==> config.mk <==
export PLATFORM = sky130hd
export DESIGN_NAME = player_move_ctrl
export DESIGN_NICKNAME = d
export VERILOG_FILES = /design/src/rtl/player_move_ctrl.sv
export SDC_FILE = /design/constraint.sdc
export NUM_CORES = 1
export LEC_CHECK = 0
export CORE_MARGIN = 2
export CORE_UTILIZATION = 40
export DETAILED_ROUTE_END_ITERATION = 6
export PLACE_DENSITY = 0.7
export SLEW_MARGIN = 20
export SYNTH_ARGS = -nofsm -noshare
export SYNTH_HDL_FRONTEND = slang
export SYNTH_SLANG_ARGS = --single-unit
==> constraint.sdc <==
create_clock -name clk -period 2.5 [get_ports clk]
set_input_delay 0.5 -clock clk [delete_from_list [all_inputs] [get_ports clk]]
set_output_delay 0.5 -clock clk [all_outputs]
set_load 0.005 [all_outputs]
==> src/rtl/player_move_ctrl.sv <==
// ---------------------------------------------------------------------------
// player_move_ctrl
//
// Two-player token movement controller for the dice-race board. A dice
// result starts a move; the active player's token then advances one tile per
// step tick so the display shows it hopping tile by tile. When the move is
// finished the controller either declares a winner (token on LAST_TILE) or
// hands the turn to the other player.
//
// Optional build feature (macro BOUNCE_BACK_EN):
//   Undefined: a token that reaches LAST_TILE stops there and any remaining
//              steps are discarded.
//   Defined:   a token that reaches LAST_TILE with steps left walks back
//              for the remaining steps; a win needs an exact landing.
//
// Parameters:
//   STEP_CYCLES  clock cycles between one-tile steps (>= 2)
//   LAST_TILE    goal tile index (<= 15)
//
// Ports:
//   clk          system clock
//   reset        synchronous active-high reset
//   new_game     synchronous restart pulse, same effect as reset
//   dice_valid   one-cycle strobe qualifying dice_value
//   dice_value   dice result, legal range 1..6
//   p0_tile      player 0 tile index
//   p1_tile      player 1 tile index
//   cur_player   player whose turn it is / who is moving
//   busy         high while a move is in progress
//   move_done    one-cycle pulse when a move completes
//   game_over    high once a player has won
//   winner       winning player, valid when game_over is high
// ---------------------------------------------------------------------------
module player_move_ctrl #(
    parameter int STEP_CYCLES = 12_500_000,
    parameter int LAST_TILE   = 9
) (
    input  logic       clk,
    input  logic       reset,
    input  logic       new_game,
    input  logic       dice_valid,
    input  logic [2:0] dice_value,
    output logic [3:0] p0_tile,
    output logic [3:0] p1_tile,
    output logic       cur_player,
    output logic       busy,
    output logic       move_done,
    output logic       game_over,
    output logic       winner
);

    localparam int            TW     = (STEP_CYCLES > 1) ? $clog2(STEP_CYCLES) : 1;
    localparam logic [TW-1:0] RELOAD = TW'(STEP_CYCLES - 1);
    localparam logic [3:0]    LAST   = 4'(LAST_TILE);

    typedef enum logic [1:0] {
        IDLE,
        MOVE,
        DONE,
        OVER
    } state_t;

    state_t        state;
    state_t        state_next;
    logic [TW-1:0] timer;
    logic [2:0]    steps_left;
    logic [2:0]    steps_after;
    logic [3:0]    active_tile;
    logic [3:0]    stepped_tile;
    logic          accept;
    logic          step_tick;
    logic          end_move;
`ifdef BOUNCE_BACK_EN
    logic          dir;
`endif

    // Datapath decode: which token is moving, where one step would put it,
    // and whether that step ends the move.
    always_comb begin
        active_tile = cur_player ? p1_tile : p0_tile;
        accept      = (state == IDLE) && dice_valid &&
                      (dice_value != 3'd0) && (dice_value != 3'd7);
        step_tick   = (state == MOVE) && (timer == '0);
        steps_after = steps_left - 3'd1;
`ifdef BOUNCE_BACK_EN
        if (dir) begin
            // The guard keeps a tiny board from wrapping below tile 0.
            stepped_tile = (active_tile == 4'd0) ? 4'd0 : active_tile - 4'd1;
        end else begin
            stepped_tile = active_tile + 4'd1;
        end
        end_move = (steps_after == 3'd0);
`else
        stepped_tile = active_tile + 4'd1;
        // Reaching the goal early discards the remaining steps.
        end_move     = (steps_after == 3'd0) || (stepped_tile == LAST);
`endif
    end

    // Next-state logic.
    always_comb begin
        state_next = state;
        case (state)
            IDLE: if (accept) state_next = MOVE;
            MOVE: if (step_tick && end_move) state_next = DONE;
            // The mover is still cur_player here, so active_tile is its tile.
            DONE: state_next = (active_tile == LAST) ? OVER : IDLE;
            OVER: state_next = OVER;
            default: state_next = IDLE;
        endcase
    end

    // State register; new_game behaves exactly like reset.
    always_ff @(posedge clk) begin
        if (reset || new_game) begin
            state <= IDLE;
        end else begin
            state <= state_next;
        end
    end

    // Registered datapath: step timer, step counter, tiles and turn flags.
    always_ff @(posedge clk) begin
        if (reset || new_game) begin
            timer      <= '0;
            steps_left <= 3'd0;
            p0_tile    <= 4'd0;
            p1_tile    <= 4'd0;
            cur_player <= 1'b0;
            busy       <= 1'b0;
            move_done  <= 1'b0;
            game_over  <= 1'b0;
            winner     <= 1'b0;
`ifdef BOUNCE_BACK_EN
            dir        <= 1'b0;
`endif
        end else begin
            move_done <= 1'b0;
            case (state)
                IDLE: begin
                    if (accept) begin
                        steps_left <= dice_value;
                        timer      <= RELOAD;
                        busy       <= 1'b1;
`ifdef BOUNCE_BACK_EN
                        dir        <= 1'b0;
`endif
                    end
                end
                MOVE: begin
                    if (step_tick) begin
                        if (cur_player) begin
                            p1_tile <= stepped_tile;
                        end else begin
                            p0_tile <= stepped_tile;
                        end
                        steps_left <= steps_after;
                        timer      <= RELOAD;
`ifdef BOUNCE_BACK_EN
                        if (stepped_tile == LAST) begin
                            dir <= 1'b1;
                        end
`endif
                    end else begin
                        timer <= timer - 1'b1;
                    end
                end
                DONE: begin
                    move_done <= 1'b1;
                    busy      <= 1'b0;
                    if (active_tile == LAST) begin
                        game_over <= 1'b1;
                        winner    <= cur_player;
                    end else begin
                        cur_player <= ~cur_player;
                    end
                end
                default: ;
            endcase
        end
    end

endmodule

Word level (Yosys, flattened, before mapping)

Cells that the tools add are included.

Bits in registers: 42
Bits of input ports: 7
Output and inout bits: 13
Logic and storage cells: 59

Add/subtract/negate cells: 3
Equal/unequal tests: 9
Multiplexer cells: 14
Bitwise gates (word level): 2
Reductions and logical operators: 21

Operators by type and width:

| operator                | number |
|---|---|
| $mux W24                | 2 |
| $pmux W24 S2            | 1 |
| $logic_not A24 Y1       | 1 |
| $sub A24 B1 Y24 const B | 1 |
| $reduce_and A2 Y1       | 5 |
| $reduce_and A3 Y1       | 3 |
| $eq A4 B4 Y1 const B    | 2 |
| $pmux W2 S4             | 1 |
| $mux W2                 | 3 |
| $mux W3                 | 2 |
| $pmux W3 S2             | 1 |
| $logic_and A1 B1 Y1     | 5 |
| $add A4 B1 Y4 const B   | 1 |
| $eq A2 B2 Y1 const B    | 2 |
| $mux W4                 | 1 |
| $ne A2 B2 Y1 const B    | 2 |
| $reduce_bool A2 Y1      | 2 |
| $logic_not A3 Y1        | 1 |
| $ne A3 B3 Y1 const B    | 1 |
| $reduce_bool A3 Y1      | 1 |
| $sub A3 B1 Y3 const B   | 1 |
| $eq A2 B1 Y1 const B    | 1 |
| $logic_not A2 Y1        | 1 |
| $logic_or A1 B1 Y1      | 2 |
| other kinds (4)         | 6 |

Longest topological paths before layout

Depth after elaboration: 7
Depth in mapped cells: 9

Worst setup path after synthesis

Ideal clock, no wire load.

Path kind: reg2reg
From: register cur_player
To: register state[0]
Library setup time: 0.119 ns
Arrival: 1.976 ns
Setup slack: 0.405 ns
Stages on the path, launching flop included: 9
Path buffers: 2
Clock period less this slack: 2.095 ns
Cell sequence: dfxtp_1 > clkbuf_1 > mux2_2 > ha_1 > and3_1 > clkbuf_1 > a21oi_1 > inv_1 > o221a_2

Longest elaborated chain between the ends: 7

RTL lines:

| item                        | RTL line | source |
|---|---|---|
| start, declared             | 45       | `output logic cur_player,` |
| start signal, assigned      | 175      | `cur_player <= ~cur_player;` |
| $mux W4 *                   | 80       | `active_tile = cur_player ? p1_tile : p0_tile;` |
| $add A4 B1 Y4               | 94       | `stepped_tile = active_tile + 4'd1;` |
| $eq A4 B4 Y1                | 96       | `end_move = (steps_after == 3'd0) \|\| (stepped_tile == LAST);` |
| $logic_or A1 B1 Y1          | 96       |  |
| $logic_and A1 B1 Y1         | 105      | `MOVE: if (step_tick && end_move) state_next = DONE;` |
| $ne A2 B1 Y1 (no line)      | --       |  |
| $reduce_and A2 Y1 (no line) | --       |  |
| end signal, assigned        | 118      | `state <= state_next;` |
| end, declared               | 63       | `state_t state;` |

Mark *: on every way between the ends. The rest lies on a longest branch, timed or not.
A chain may end at the register's enable or synchronous reset.

Final worst setup path

From: input dice_value[2]
To: register timer[20]

Longest elaborated chain between the ends: 5

RTL lines:

| item                          | RTL line | source |
|---|---|---|
| start, declared               | 42       | `input logic [2:0] dice_value,` |
| $reduce_bool A3 Y1            | 82       | `(dice_value != 3'd0) && (dice_value != 3'd7);` |
| $logic_and A1 B1 Y1           | 81       | `accept = (state == IDLE) && dice_valid &&` |
| $logic_and A1 B1 Y1 *         | 82       |  |
| $ne A2 B2 Y1 (no line) *      | --       |  |
| $reduce_and A2 Y1 (no line) * | --       |  |
| end signal, assigned          | 165      | `timer <= timer - 1'b1;` |
| end, declared                 | 65       | `logic [TW-1:0] timer;` |

Marks and branches as above.

==> metrics.md <==
| Metric | Value |
|---|---|
| Clock buffer depth | `2` |
| RSZ-0062 raised after global routing | `false` |
| CTS clk-pin slew, worst paths | `0.08 ns` |
| Crit path DAT | `~2.5 ns` |
| Overall power | `1.45 mW` |
| Crit. End Element | `flip-flop` |
| Share of the yosys chip area belonging to registers | `0.364` |
| Hold Vio Cnt, Final | `0` |
| DR vias/cell | `5.62` |
| FF-to-FF Start | `timer[16]` |
| Hold-critical path depth | `2` |
| Port bufs | `19` |
| Crit path launch type | `input pin` |
| Synth top area cells | `dfxtp_1, a21oi_1, nor2_1` |
| MaxCap Viol Count | `0` |
| TritonCTS clock tree | `yes` |
| Initial Util | `0.417` |
| FFs w/ async S/R, synth | `0` |
| Syn nets | `between 200 and 300` |
| Chip Width | `80.0 um` |
| Area Overhead vs Synth | `19.4%` |
| Fmax | `roughly 440 MHz` |
| Worst Setup SP | `dice_value[2]` |
| Placed Cells | `369` |
| Placeable Area | `5540 sq um` |
| Status | `completed` |
| DIE HEIGHT | `80.0 um` |
| Leakage | `1.05 nW` |
| Most frequent cells in the layout | `dfxtp_1, nor2_1, a21oi_1, buf_4, nand2_1` |
| Synth Register Bits | `42` |
| Initial antenna violation count | `0` |
| Yosys cell types | `55` |
| Flop2flop setup slack | `0.23 ns` |
| Synthesized instance count | `274` |
| H-tree levels | `2` |
| Final Non-Filler Cells | `376` |
| DR iter-0 viols | `85` |
| Largest net degree at the start of global routing | `16` |
| Fin crit share | `0.908` |
| Number of synthesized flops with an enable pin | `0` |
| Yosys top cell by area | `dfxtp_1` |
| Setup_tns | `0 ns` |
| TritonRoute pass-1 iters | `4` |
| CTS sink cnt | `42` |
| Row count | `27` |
| CTS resizes | `0` |
| Nets | `318` |
| Reg-to-reg endpoint | `timer[1]` |
| Most used DFF post-synth | `dfxtp_1` |
| CTS buffer count | `5` |
| Hold Buf Count CTS | `0` |
| RD Place Congestion | `~0.86` |
| Top Ports | `20` |
| PD cells | `approximately 530 nW/um^2` |
| Worst R2R Path Depth | `5` |
| Top-area cell type share of the netlist area | `0.364` |
| Critical path data required time | `2.68 ns` |
| HP Class | `flip-flop to flip-flop` |
| DR WL/cell | `14.3 um` |
| # setup viols final | `0` |
| Synth Warn # | `0` |
| Worst slew pin tran | `0.541 ns` |
| Vias in the first global route | `1965` |
| Commonest non-fill, non-tap cell in the layout | `dfxtp_1` |
| Worst-path fanout max | `4` |
| Total track usage | `0.181` |
| ANT cells | `0` |
| Grt total ovfl | `0` |
| DRC Markers | `0` |
| Hpwl dp | `3.96 mm` |
| Max VDD drop | `about 240 uV` |
| Rel. slew slack | `0.640` |
| Clk_lat worst skew | `around 0.29 ns` |
| Period minus WS final | `2.27 ns` |
| WL final | `5.38 mm` |
| CTS Root Buffer Type | `clkbuf_8` |
| Clock Skew | `between 0.007 and 0.008 ns` |
| Final max-slew violation count | `0` |
| Hold path endpoint | `winner` |
| Setup Buffers After CTS | `0` |
| Post-route ant nets | `0` |
| Layout cells sized above 1 | `0.151` |
| Vias | `2112` |
| Hold Path Origin | `winner` |
| First-pass GRT wire length | `9.23 mm` |
| Syn_area_per_cell | `8.43 sq um` |
| Syn Std Cell Area | `2310 sq um` |
| Die area | `6400 sq um` |
| CP Class | `input pin to flip-flop` |
[cells by family after synthesis]
group	after synthesis	synth area share
muxes	7	0.0320
AOI/OAI and AO/OA	62	0.180
xor gates and xnor gates	12	0.0455
adders and majority gates	7	0.0379
buffers and inverters	27	0.0488
and+or+nand+nor	117	0.292
DFF	42	0.364
[synth_stat cells (all sizes together), types with 2 or more instances]
cell type,count
a211oi,2
inv,10
o21ai,11
dfxtp,42
o211ai,3
clkbuf,10
nand3b,2
or3b,2
o31ai,3
a41oi,2
a221oi,2
and3,3
nand4b,2
nor4,7
and4,2
or4,9
a21oi,24
a31o,2
or3,7
a31oi,4
buf,7
mux2,3
nand4,7
o221a,2
a22oi,3
nor4b,2
xnor2,3
nor2b,2
nor2,30
nand3,6
ha,7
and4b,3
mux2i,4
xor2,9
nor3,8
nand2,20
[worst max-delay path, stage by stage]
cell and delay [ns]:
clkdlybuf4s50_1 0.43, and4b_1 0.22, or4_1 0.55, buf_4 0.18
or3_1 0.33, a22oi_1 0.15, a21oi_1 0.09
[state kept, by name, summed over array words and instances, names as in the netlist, 2 cells and up]
name,count
timer,24
p0_tile,4
p1_tile,4
steps_left,3
state,2
[report_power, final]
group	internal [mW]	total, mW	switching, mW
Sequential	0.693	0.723	0.0294
Clock	0.188	0.408	0.221
Combinational	0.142	0.321	0.179
[routing by layer]
layer	share of wire	track usage	vias up
met3	0.033	0.0317	6
met4	0.0082	0.0441	0
li1	-	-	1064
met2	0.50	0.303	40
met5	0	0	-
met1	0.46	0.240	1002
[cell type report]
cell class                 instances  area, sq um
timing repair buffer              40          348
multi-input combinational        205         1360
clock buffer                       5         68.8
clock inverter                     2         10.0
sequential                        42          841
inverter                          10         37.5
tap                               72         90.1
fill                             549         2780
[metrics by stage]
| stage | worst slack, ns | hold slack [ns] | util | area [sq um] |
|---|---|---|---|---|
| after floorplan | 0.405 | 0.453 | - | 2310 |
| after global placement | -0.0385 | 0.443 | 0.484 | 2680 |
| after detailed placement | -0.0583 | 0.468 | 0.484 | 2680 |
| after CTS | 0.250 | 0.479 | 0.498 | 2760 |
| after global routing | 0.0959 | 0.502 | 0.498 | 2760 |
| final | 0.230 | 0.475 | 0.498 | 2760 |
[worst max path at each step]
stage	to	cells past startpoint
after floorplan	state[0]	8
final	timer[20]	7
after global placement	timer[20]	7
after global routing	timer[14]	6
after CTS	timer[20]	7
after detailed placement	timer[20]	7
(Power assumes the default switching activity.)
